**src/rtl/ppm_decoder.sv**
```systemverilog
// 4-PPM frame decoder: SOF lock, four 2-bit symbols (LSB pair first), EOF check, byte out.
// Latency: data_valid 3 clocks after the EOF rising edge on Din (2 sync flops + 1 decode).
// No backpressure: the sink must take data_out on the data_valid strobe; optional err_cnt via PPM_DEC_ERR_CNT_EN.
module ppm_decoder #(
  parameter int CHIP = 16,
  parameter int TOL  = 4
) (
  input  logic       clk,
  input  logic       rst,
  input  logic       Din,
  output logic [7:0] data_out,
  output logic       data_valid,
  output logic       frame_err,
  output logic       busy
`ifdef PPM_DEC_ERR_CNT_EN
  ,
  output logic [7:0] err_cnt
`endif
);

  typedef enum logic [2:0] {IDLE, SOF1, SOF_GAP, SOF2, DATA, EOF, DONE} state_t;

  // Frame-counter checkpoints, relative to the first SOF falling edge.
  localparam logic [9:0] P1_LO = 10'(CHIP - TOL);
  localparam logic [9:0] P1_HI = 10'(CHIP + TOL);
  localparam logic [9:0] G_LO  = 10'(5*CHIP - TOL);
  localparam logic [9:0] G_HI  = 10'(5*CHIP + TOL);
  localparam logic [9:0] P2_LO = 10'(6*CHIP - TOL);
  localparam logic [9:0] P2_HI = 10'(6*CHIP + TOL);
  localparam logic [9:0] SLOT0 = 10'(8*CHIP);
  localparam logic [9:0] REARM = 10'(4*CHIP - 1);
  // Slot / EOF window offsets and pulse width limits.
  localparam logic [6:0] O_LAST = 7'(8*CHIP - 1);
  localparam logic [6:0] E_LO   = 7'(2*CHIP - TOL);
  localparam logic [6:0] E_HI   = 7'(2*CHIP + TOL);
  localparam logic [6:0] W_LO   = 7'(CHIP - TOL);
  localparam logic [6:0] W_HI   = 7'(CHIP + TOL);

  state_t     state, nxt;
  logic       sync1, s, s_prev;
  logic       fe, re;
  logic [9:0] fc, hcnt;
  logic [6:0] o, w;
  logic [1:0] k, sym;
  logic [7:0] sr;
  logic       got, low, eof_fall, armed;
  logic       hit, accept, eaccept, err, done;
  logic       in_slots, w_ok, w_tmo;

  assign fe       = s_prev & ~s;
  assign re       = ~s_prev & s;
  assign in_slots = (fc >= SLOT0);
  assign w_ok     = (w >= W_LO) && (w <= W_HI);
  // A pulse still low at the maximum width can only end too late.
  assign w_tmo    = low && !re && (w >= W_HI);
  assign busy     = (state != IDLE);

  // Map the current slot offset to the symbol whose pulse position it matches.
  always_comb begin
    hit = 1'b0;
    sym = 2'd0;
    for (int v = 0; v < 4; v++) begin
      if ((o >= 7'((2*v+1)*CHIP - TOL)) && (o <= 7'((2*v+1)*CHIP + TOL))) begin
        hit = 1'b1;
        sym = 2'(v);
      end
    end
  end

  // State register.
  always_ff @(posedge clk) begin
    if (rst) state <= IDLE;
    else     state <= nxt;
  end

  // Next state, edge acceptance and error detection.
  always_comb begin
    nxt     = state;
    err     = 1'b0;
    done    = 1'b0;
    accept  = 1'b0;
    eaccept = 1'b0;
    case (state)
      IDLE: if (fe && armed) nxt = SOF1;
      SOF1: begin
        // A short low run is line noise, not a frame: drop it without an error.
        if (re) nxt = (fc < P1_LO) ? IDLE : SOF_GAP;
        else if (fc >= P1_HI) err = 1'b1;
      end
      SOF_GAP: begin
        if (fe) begin
          if (fc < G_LO) err = 1'b1;
          else           nxt = SOF2;
        end else if (fc >= G_HI) err = 1'b1;
      end
      SOF2: begin
        if (re) begin
          if (fc < P2_LO) err = 1'b1;
          else            nxt = DATA;
        end else if (fc >= P2_HI) err = 1'b1;
      end
      DATA: begin
        if ((low && re && !w_ok) || w_tmo) err = 1'b1;
        if (fe) begin
          if (!in_slots || got || !hit) err = 1'b1;
          else                          accept = 1'b1;
        end
        if (in_slots && (o == O_LAST)) begin
          if (!(got || accept)) err = 1'b1;
          else if (k == 2'd3)   nxt = EOF;
        end
      end
      EOF: begin
        // A slot-3 pulse may still be finishing here; its width is checked the same way.
        if ((low && re && !w_ok) || w_tmo) err = 1'b1;
        if (fe) begin
          if (eof_fall || (o < E_LO) || (o > E_HI)) err = 1'b1;
          else                                     eaccept = 1'b1;
        end else if (!eof_fall && (o >= E_HI)) err = 1'b1;
        if (low && re && w_ok && eof_fall) begin
          done = 1'b1;
          nxt  = DONE;
        end
      end
      DONE:    nxt = IDLE;
      default: nxt = IDLE;
    endcase
    if (err) begin
      nxt     = IDLE;
      done    = 1'b0;
      accept  = 1'b0;
      eaccept = 1'b0;
    end
  end

  // Synchronizer, counters, symbol assembly, re-arm tracking and output strobes.
  always_ff @(posedge clk) begin
    if (rst) begin
      sync1      <= 1'b1;
      s          <= 1'b1;
      s_prev     <= 1'b1;
      fc         <= '0;
      o          <= '0;
      k          <= '0;
      w          <= '0;
      hcnt       <= '0;
      sr         <= '0;
      got        <= 1'b0;
      low        <= 1'b0;
      eof_fall   <= 1'b0;
      armed      <= 1'b1;
      data_out   <= '0;
      data_valid <= 1'b0;
      frame_err  <= 1'b0;
`ifdef PPM_DEC_ERR_CNT_EN
      err_cnt    <= '0;
`endif
    end else begin
      sync1      <= Din;
      s          <= sync1;
      s_prev     <= s;
      data_valid <= done;
      frame_err  <= err;
      if (done) data_out <= sr;

      fc <= (nxt == IDLE) ? 10'd0 : fc + 10'd1;

      // Slot offset is pinned to 0 until the first slot starts at 8*CHIP.
      if ((state == DATA) && in_slots) begin
        if (o == O_LAST) begin
          o <= '0;
          k <= k + 2'd1;
        end else begin
          o <= o + 7'd1;
        end
      end else if (state == EOF) begin
        o <= o + 7'd1;
      end else begin
        o <= '0;
        k <= '0;
      end

      got <= ((state == DATA) && in_slots && (o != O_LAST)) ? (got | accept) : 1'b0;
      if (accept) sr[{k, 1'b0} +: 2] <= sym;

      // Pulse-width tracker: w counts clocks since the accepted falling edge.
      if (nxt == IDLE) begin
        low <= 1'b0;
        w   <= '0;
      end else if (accept || eaccept) begin
        low <= 1'b1;
        w   <= 7'd1;
      end else if (low && re) begin
        low <= 1'b0;
      end else if (low) begin
        w <= w + 7'd1;
      end

      eof_fall <= (nxt == EOF) && (eof_fall || eaccept);

      // After an error, stay deaf until the line has idled high long enough.
      if (err) begin
        armed <= 1'b0;
        hcnt  <= '0;
      end else if ((state == IDLE) && !armed) begin
        if (!s)                 hcnt <= '0;
        else if (hcnt == REARM) begin
          armed <= 1'b1;
          hcnt  <= '0;
        end else                hcnt <= hcnt + 10'd1;
      end

`ifdef PPM_DEC_ERR_CNT_EN
      if (err && (err_cnt != 8'hFF)) err_cnt <= err_cnt + 8'd1;
`endif
    end
  end

endmodule
```
**config.mk**
```make
export PLATFORM = sky130hd
export DESIGN_NAME = ppm_decoder
export DESIGN_NICKNAME = d
export VERILOG_FILES = /design/src/rtl/ppm_decoder.sv
export SDC_FILE = /design/constraint.sdc
export NUM_CORES = 1
export LEC_CHECK = 0
export CORE_MARGIN = 3
export CORE_UTILIZATION = 54
export CTS_BUF_LIST = sky130_fd_sc_hd__clkbuf_16
export CTS_CLUSTER_DIAMETER = 200
export CTS_CLUSTER_SIZE = 16
export DETAILED_ROUTE_END_ITERATION = 8
export PLACE_DENSITY_LB_ADDON = 0.1
export SYNTH_ARGS = -nofsm -noshare
export SYNTH_HDL_FRONTEND = slang
export SYNTH_SLANG_ARGS = --single-unit
```
**constraint.sdc**
```tcl
create_clock -name clk -period 6.4 [get_ports clk]
set_input_delay 1.28 -clock clk [delete_from_list [all_inputs] [get_ports clk]]
set_output_delay 1.28 -clock clk [all_outputs]
set_load 0.02 [all_outputs]
```
==> impl_metrics.env <==
export IMPL_status="finished clean"
export IMPL_first_iter_violations=128
export IMPL_post_route_min_period_ns=3.05
export IMPL_cts_buffer_depth=2
export IMPL_die_y_um=83.1
export IMPL_synth_edf_count=0
export IMPL_peakVddDrop_v=0.000234
export IMPL_viasPerCell=5.71
export IMPL_cts_max_level=3
export IMPL_post_cts_resized=0
export IMPL_synth_warnings=0
export IMPL_grt_pass1_wl_mm=11.8
export IMPL_setup_viol=0
export IMPL_firstDrtPassIters=4
export IMPL_synth_avg_cell_area_um2=8.66
export IMPL_cts_tree="done"
export IMPL_worst_pin_slew_ns=0.915
export IMPL_post_route_util_pct=65.9
export IMPL_coreArea_um2=5640
export IMPL_synthCells=371
export IMPL_grt_overflow=0
export IMPL_worstHoldStart="sync1"
export IMPL_r2r_end="w[5]"
export IMPL_hold_depth=1
export IMPL_io_pins=14
export IMPL_synth_seq_area_share_pct=39.9
export IMPL_vias=2615
export IMPL_hold_viol_final=0
export IMPL_clkSinkCount=64
export IMPL_fin_nets=397
export IMPL_postCtsHoldBufs=0
export IMPL_die_w_um=83.1
export IMPL_initial_core_util_pct=57.0
export IMPL_synthArstFlopShare_pct=0
export IMPL_synth_top_area_share_pct=39.9
export IMPL_r2r_slack_ns=3.65
export IMPL_yosysMostFrequentCell="dfxtp_1"
export IMPL_max_freq_ghz=0.328
export IMPL_area_growth_pct=15.7
export IMPL_ant_nets=0
export IMPL_wl_mm=6.59
export IMPL_routedWlPerCell_um=14.4
export IMPL_ys_ff_latch=64
export IMPL_dpl_cell_area_um2=3370
export IMPL_cts_buffers=9
export IMPL_synthTopCellsByCount="dfxtp_1 (64), nor2_1 (49), nor3_1 (27)"
export IMPL_dp_hpwl_mm=4.46
export IMPL_post_cts_setup_buffers=0
export IMPL_p_per_area_nw_per_um2=264
export IMPL_synth_cell_area_um2=3210
export IMPL_drv_slew=0
export IMPL_r2r_start="s"
export IMPL_grt_pass1_vias=2552
export IMPL_required_ns=5.12
export IMPL_drive_gt1_share_pct=8.29
export IMPL_r2r_cells=6
export IMPL_arrival_ns=1.77
export IMPL_dieArea_um2=6910
export IMPL_num_rows=27
export IMPL_cellLeakagePower_uw=0.00127
export IMPL_holdPathEnd="s"
export IMPL_finalSetupTns_ns=0
export IMPL_clkLatencyLatePin_ns=0.32
export IMPL_antenna_cells=0
export IMPL_finClkSkew_ns=0.00478
export IMPL_grt_util_all_layers_pct=20.6
export IMPL_yosysTopAreaCell="dfxtp_1"
export IMPL_remaining_drc_errors=0
export IMPL_cp_max_fo=14
export IMPL_synth_area_leaders="dfxtp_1 (40%), nor2_1 (5.7%), ha_1 (5.1%), nor3_1 (4.2%), xor2_1 (4.1%)"
export IMPL_yosysUniqueCellTypes=54
export IMPL_grt_max_degree=30
export IMPL_whs_ns=0.411
export IMPL_relSlewSlack_pct=38.4
export IMPL_finalCritPeriodShare_pct=47.6
export IMPL_rsz0062_at_grt="false"
export IMPL_cts_root_buf="clkbuf_16"
export IMPL_cap_violations=0
export IMPL_port_buffers=13
export IMPL_synth_main_ff_cell="dfxtp_1"
export IMPL_cp_start_kind="register"
export IMPL_routabilityCongestion=0.910
export IMPL_path_clk_slew_ns=0.06
export IMPL_antenna_found_initial=0
export IMPL_fillers=475
export IMPL_worstSetupPathType="register to output port"
export IMPL_hold_path_class="register to register"
export IMPL_cp_end_kind="output port"
export IMPL_fin_area_um2=3720
export IMPL_synth_fp_nets=387
-- sequential cells by signal (all words and copies together), names as in the netlist, 2 cells and up --
register and flops:
o 7, w 7, hcnt 10, data_out 8, state 3, k 2
fc 10, sr 8
-- how the worst max path moves through the flow --
stage,from,end,cells past startpoint
floorplan,rst,w[0],4
global placement,rst,w[4],5
detailed placement,rst,w[2],5
CTS,state[0],busy,2
global route,rst,w[5],5
finish,state[0],busy,2
-- kinds of logic (layout without fill, tap and decap cells) --
group                      Yosys count  in the layout  share of synthesized area [%]
and+or+nand+nor                    172            172                           27.9
DFF                                 64             64                           39.9
AOI/OAI and AO/OA                   54             54                           12.6
buffers and inverters               31             46                           4.09
xor gates and xnor gates            27             27                           7.36
adders and majority gates           13             13                           5.06
muxes                               10             10                           3.12
-- metrics by stage --
stage          setup WS, ns  instances  total power [µW]
5_1_grt                3.27        458              1010
2_1_floorplan          4.03        371               425
3_3_place_gp           3.19        442               429
4_1_cts                3.35        458               991
3_5_place_dp           3.10        442               429
6_report               3.35        458               980
-- cell usage in the layout, fill, tap and decap left out, types with 2 or more instances in the layout --
cell type	count
dfxtp_1	64
nor2_1	49
nor3_1	27
nand2_1	24
inv_1	15
xor2_1	15
nand3_1	15
ha_1	13
clkdlybuf4s50_1	13
xnor2_1	12
a21oi_1	11
nand4_1	10
mux2i_1	10
clkbuf_16	9
nand2b_1	7
nor4_1	7
or2_2	6
o2bb2ai_1	6
a31oi_1	5
o21ai_0	5
nor2b_1	4
and3_1	4
or3_1	3
o21a_1	3
o22ai_1	3
a211o_1	3
clkinv_4	3
bufinv_16	3
nand4b_1	2
or4b_1	2
a211oi_1	2
o311ai_0	2
nand3b_1	2
a21o_1	2
nand3_2	2
buf_4	2
-- critical path, cell delays in order (launching register included) --
cell and delay (ns):
dfxtp_1 0.44, or3_1 0.45, clkdlybuf4s50_1 0.56
-- layout make-up --
type / count / area, µm² / share of cell area, %
multi-input combinational: 276 / 1800 / 48.4
sequential: 64 / 1280 / 34.5
clock buffer: 9 / 225 / 6.06
timing repair buffer: 15 / 145 / 3.90
clock inverter: 7 / 120 / 3.23
tap: 72 / 90.1 / 2.42
inverter: 15 / 56.3 / 1.51
-- routing by layer --
metal	global-route usage [%]	share of wire, %
met4	6.39	1.2
met3	5.46	3.1
met2	32.7	46
met1	27.5	50
met5	0	0
-- power by group --
part           total (µW)  switching [µW]  internal [µW]  leakage [µW]
combinational        18.0            11.1           6.85      0.000587
clock                 559             178            381      0.000167
sequential            403            2.80            400      0.000516
total                 980             192            788       0.00127
(Power assumes the default switching activity.)
